===== config.mk =====
export PLATFORM = sky130hd
export DESIGN_NAME = pipelined_barrel_shifter
export DESIGN_NICKNAME = d
export VERILOG_FILES = /design/src/rtl/pipelined_barrel_shifter.sv
export SDC_FILE = /design/constraint.sdc
export NUM_CORES = 1
export LEC_CHECK = 0
export CAP_MARGIN = 25
export CORE_ASPECT_RATIO = 1.5
export CORE_MARGIN = 10
export CORE_UTILIZATION = 35
export DETAILED_ROUTE_END_ITERATION = 8
export GPL_TIMING_DRIVEN = 1
export SETUP_SLACK_MARGIN = 0.05
export SYNTH_ARGS = -nofsm -noshare
export SYNTH_HDL_FRONTEND = slang
export SYNTH_SLANG_ARGS = --single-unit
export TNS_END_PERCENT = 5

===== constraint.sdc =====
create_clock -name clk -period 3.65 [get_ports clk]
set_input_delay 0.365 -clock clk [delete_from_list [all_inputs] [get_ports clk]]
set_output_delay 0.365 -clock clk [all_outputs]
set_load 0.01 [all_outputs]

===== src/rtl/pipelined_barrel_shifter.sv =====
// Pipelined barrel shifter: one registered stage per power-of-two shift step.
// Supports LSL/LSR/ASR/ROR with carry-out and zero flags, and valid/ready on both sides.
module pipelined_barrel_shifter #(
    parameter int WIDTH = 16,
    localparam int SHW = $clog2(WIDTH)
) (
    input  logic             clk,
    input  logic             rst,
    input  logic             in_valid,
    output logic             in_ready,
    input  logic [WIDTH-1:0] op,
    input  logic [SHW-1:0]   shift_mag,
    input  logic [1:0]       mode,
    output logic             out_valid,
    input  logic             out_ready,
    output logic [WIDTH-1:0] result,
    output logic             carry,
    output logic             zero
);

    typedef enum logic [1:0] {
        MODE_LSL = 2'b00,
        MODE_LSR = 2'b01,
        MODE_ASR = 2'b10,
        MODE_ROR = 2'b11
    } shift_mode_e;

    logic                        adv;
    logic [SHW-1:0][WIDTH-1:0]   data_q, nxt_data;
    logic [SHW-1:0]              valid_q, nxt_valid;
    logic [SHW-1:0]              carry_q, nxt_carry;
    logic [SHW-2:0][SHW-1:0]     mag_q, nxt_mag;
    logic [SHW-2:0][1:0]         mode_q, nxt_mode;
    logic [SHW-2:0]              sign_q, nxt_sign;
    logic                        zero_q;

    // The whole pipeline moves as one unit; a stalled output freezes every stage.
    assign adv       = !valid_q[SHW-1] || out_ready;
    assign in_ready  = adv;
    assign nxt_valid = {valid_q[SHW-2:0], in_valid};

    for (genvar k = 0; k < SHW; k++) begin : g_stage
        localparam int S = 1 << k;

        logic [WIDTH-1:0] src;
        logic [WIDTH-1:0] stepped;
        logic [1:0]       src_mode;
        logic             src_bit;
        logic             src_sign;
        logic             src_carry;
        logic             step_carry;

        if (k == 0) begin : g_head
            assign src         = op;
            assign src_mode    = mode;
            assign src_bit     = shift_mag[0];
            assign src_sign    = op[WIDTH-1];
            assign src_carry   = 1'b0;
            assign nxt_mag[0]  = shift_mag;
            assign nxt_mode[0] = mode;
            assign nxt_sign[0] = op[WIDTH-1];
        end else begin : g_tail
            assign src       = data_q[k-1];
            assign src_mode  = mode_q[k-1];
            assign src_bit   = mag_q[k-1][k];
            assign src_sign  = sign_q[k-1];
            assign src_carry = carry_q[k-1];
            if (k < SHW-1) begin : g_fwd
                assign nxt_mag[k]  = mag_q[k-1];
                assign nxt_mode[k] = mode_q[k-1];
                assign nxt_sign[k] = sign_q[k-1];
            end
        end

        // Carry is replaced only by a step that actually shifts, so the highest set step wins.
        always_comb begin
            stepped    = src;
            step_carry = src_carry;
            if (src_bit) begin
                case (src_mode)
                    MODE_LSL: begin
                        stepped    = {src[WIDTH-1-S:0], {S{1'b0}}};
                        step_carry = src[WIDTH-S];
                    end
                    MODE_LSR: begin
                        stepped    = {{S{1'b0}}, src[WIDTH-1:S]};
                        step_carry = src[S-1];
                    end
                    MODE_ASR: begin
                        stepped    = {{S{src_sign}}, src[WIDTH-1:S]};
                        step_carry = src[S-1];
                    end
                    MODE_ROR: begin
                        stepped    = {src[S-1:0], src[WIDTH-1:S]};
                        step_carry = src[S-1];
                    end
                endcase
            end
        end

        assign nxt_data[k]  = stepped;
        assign nxt_carry[k] = step_carry;
    end

    always_ff @(posedge clk or posedge rst) begin
        if (rst) begin
            data_q  <= '0;
            valid_q <= '0;
            carry_q <= '0;
            mag_q   <= '0;
            mode_q  <= '0;
            sign_q  <= '0;
            zero_q  <= 1'b0;
        end else if (adv) begin
            data_q  <= nxt_data;
            valid_q <= nxt_valid;
            carry_q <= nxt_carry;
            mag_q   <= nxt_mag;
            mode_q  <= nxt_mode;
            sign_q  <= nxt_sign;
            zero_q  <= (nxt_data[SHW-1] == '0);
        end
    end

    assign out_valid = valid_q[SHW-1];
    assign result    = data_q[SHW-1];
    assign carry     = carry_q[SHW-1];
    assign zero      = zero_q;

endmodule


==> flow_metrics.env <==
export IMPL_synth_xor_area_frac=0
export IMPL_n_antenna_cell=0
export IMPL_swShare=0.403
export IMPL_ys_warnings_count=0
export IMPL_cts_root_buf="clkbuf_16"
export IMPL_ys_flop_type="dfrtp_1"
export IMPL_gp_congestion=0.988
export IMPL_gr_total_overflow=0
export IMPL_core_area_um2=13400
export IMPL_ys_seq_area_frac=0.465
export IMPL_synth_simple_area_share=0.212
export IMPL_ys_ff_latch=88
export IMPL_critical_path_max_fanout=23
export IMPL_arrival_ns=2.25
export IMPL_power_per_cell_area_nw_per_um2=839
export IMPL_layout_min_cycle_time_ns=2.03
export IMPL_finalSetupTns_ns=0
export IMPL_synth_top_family_by_area="compound AO/OA/AOI/OAI gates"
export IMPL_critPathLaunchType="flop"
export IMPL_cts_tree="done"
export IMPL_setup_ws_ns=1.62
export IMPL_postSynthCellCount=552
export IMPL_maxCapViolCount=0
export IMPL_io_buffers=45
export IMPL_dpl_worst_slack_ns=1.44
export IMPL_synth_cell_types=42
export IMPL_grt_pass1_vias=4025
export IMPL_slowest_delay_ns=0.80
export IMPL_avgSynthCellArea_um2=8.59
export IMPL_critPathLaunch="g_stage[3].src_bit"
export IMPL_cts_htree_levels=3
export IMPL_antenna_found_initial=0
export IMPL_cts_hold_buffers=0
export IMPL_status="complete, no violations"
export IMPL_r2r_start="g_stage[3].src_bit"
export IMPL_start_util=0.354
export IMPL_min_period_over_period=0.555
export IMPL_fin_area_um2=5480
export IMPL_worstRegToRegCells=4
export IMPL_synth_compound_area_frac=0.231
export IMPL_row_count=52
export IMPL_synth_area_leader_cell="dfrtp_1"
export IMPL_cp_cell_sequence="o21a_1 -> a21boi_0 -> nor4_1 -> a41o_1"
export IMPL_clk_pin_slew_ns=0.06
export IMPL_reg2reg_to="zero"
export IMPL_cts_buffers_inserted=9
export IMPL_hp_class="primary input to async pin"
export IMPL_muxShareOfSynthArea=0.0296
export IMPL_yosys_cell_count_top_type="nand2_1"
export IMPL_setup_viol=0
export IMPL_cts_repair_resized=0
export IMPL_nets=589
export IMPL_drive_above_1_share=0.0493
export IMPL_slew_headroom=0.340
export IMPL_crit_required_ns=3.88
export IMPL_async_reset_ff_frac=1.00
export IMPL_firstDrtPassIters=7
export IMPL_n_fill_cell=1379
export IMPL_io_pins=46
export IMPL_grt_pass1_wl_um=19600
export IMPL_dpl_hpwl_um=7980
export IMPL_synth_top_area_share=0.465
export IMPL_dpl_cell_area_um2=5190
export IMPL_vias=3965
export IMPL_grt_start_max_net_pins=134
export IMPL_tightest_slew_ns=0.987
export IMPL_cts_sinks=88
export IMPL_postRouteAntennaNets=0
export IMPL_final_cells=730
export IMPL_crit_type="flop to flop"
export IMPL_fmax_ghz=0.494
export IMPL_drv_slew=0
export IMPL_p_seq_frac=0.440
export IMPL_post_cts_setup_buffer_count=0
export IMPL_total_leakage_power_nw=2.46
export IMPL_rsz0062_at_grt="no"
export IMPL_synthAdderAreaFrac=0
export IMPL_drt_iter0_markers=197
export IMPL_hold_violations=0
export IMPL_die_h_um=163
export IMPL_finalPower_mw=4.60
export IMPL_syn_cell_area_um2=4740
export IMPL_wl_per_cell_um=15.4
export IMPL_dieWidth_um=115
export IMPL_critPathCapture="zero"
export IMPL_clock_path_buffers=2
export IMPL_dieArea_um2=18700
export IMPL_crit_slowest_cell="dfrtp_1"
export IMPL_power_switching_mw=1.86
export IMPL_ir_drop_mv=0.263
export IMPL_wl_um=11200
export IMPL_regToRegSetupSlack_ns=1.62
export IMPL_crit_path_end_kind="flop"
export IMPL_synth_edf_count=0
export IMPL_clock_power_share=0.178
export IMPL_syn_num_nets=578
export IMPL_dp_cells=713
export IMPL_final_setup_skew_ns=0.00597
export IMPL_pwr_share_comb=0.381
export IMPL_synth_top_cells_by_area="dfrtp_1 (46%), nand2_1 (11%), a311oi_1 (6.5%)"
export IMPL_synthToLayoutAreaGrowth_pct=15.7
export IMPL_via_per_inst=5.43
export IMPL_synth_commonest_cells="nand2_1 (144), dfrtp_1 (88), nor2_1 (58)"
export IMPL_grtUsageTotal=0.125
export IMPL_clock_latency_ns=0.33
export IMPL_drc=0
export IMPL_p_int_mw=2.75
per-layer routing:
metal  vias to the layer above  global-route usage  routed length [µm]
li1                       1967                   -                   -
met1                      1891               0.139                4590
met2                        89               0.221                5850
met3                        18              0.0247                 510
met4                         0              0.0564                 275
met5                         -                   0                   0
registers in the layout, indices dropped and copies added (netlist names):
register / cells
carry_q: 4
g_stage.src: 48
g_stage.src_bit: 3
g_stage.src_mode: 6
mag_q: 3
result: 16
sign_q: 3
valid_q: 4
zero: 1
final cells by class:
cell class | instances | area [µm²] | share of cell area
multi-input combinational | 405 | 2250 | 0.410
tap | 162 | 203 | 0.0370
clock buffer | 12 | 246 | 0.0450
clock inverter | 4 | 20.0 | 0.00365
inverter | 10 | 38.8 | 0.00707
sequential | 88 | 2200 | 0.402
timing repair buffer | 49 | 526 | 0.0958
how the worst min path moves through the flow:
stage	startpoint	end	slack, ns	cells past startpoint
4_1_cts	result[8]	result[8]	0.47	2
5_1_grt	rst	result[4]	0.46	3
6_report	rst	result[1]	0.40	3
3_3_place_gp	valid_q[2]	valid_q[2]	0.44	2
3_5_place_dp	result[8]	result[8]	0.45	2
2_1_floorplan	valid_q[2]	valid_q[2]	0.43	2
worst max-delay path: cells and delay by family (launching register included):
kind | cells | cell delay [ns]
and+or+nand+nor | 1 | 0.11
DFF | 1 | 0.80
AOI/OAI and AO/OA | 3 | 0.99
layout by cell type (no fill, tap or decap), types with 4 or more instances in the layout:
cell type	count
nand3_1	10
mux2i_1	14
a311oi_1	35
inv_1	8
nor2_1	58
clkinv_2	5
a31oi_1	6
clkdlybuf4s50_1	45
clkbuf_16	9
nand4_1	5
o211ai_1	11
nor4_1	5
a221oi_1	9
nor2b_1	6
o21ai_0	37
o221ai_1	4
a21o_1	36
nand2_1	144
dfrtp_1	88
power by group through the flow:
stage | Clock, mW | Combinational, mW | Sequential [mW]
finish | 0.821 | 1.75 | 2.03
global route | 0.889 | 2.02 | 2.10
detailed placement | 0 | 1.77 | 2.03
global placement | 0 | 1.72 | 2.01
CTS | 0.850 | 1.78 | 2.01
floorplan | 0 | 1.49 | 1.75
cell families (layout without fill, tap and decap cells):
family,count (synthesis),in the layout
muxes,14,14
DFF,88,88
AOI/OAI and AO/OA,150,150
buffers and inverters,59,75
and+or+nand+nor,241,241
metrics by stage:
step                hold WS, ns   util
floorplan                 0.430      -
finish                    0.403  0.409
global placement          0.442  0.387
CTS                       0.468  0.407
detailed placement        0.455  0.387
global route              0.458  0.409
Power figures use the tool's default switching activity.
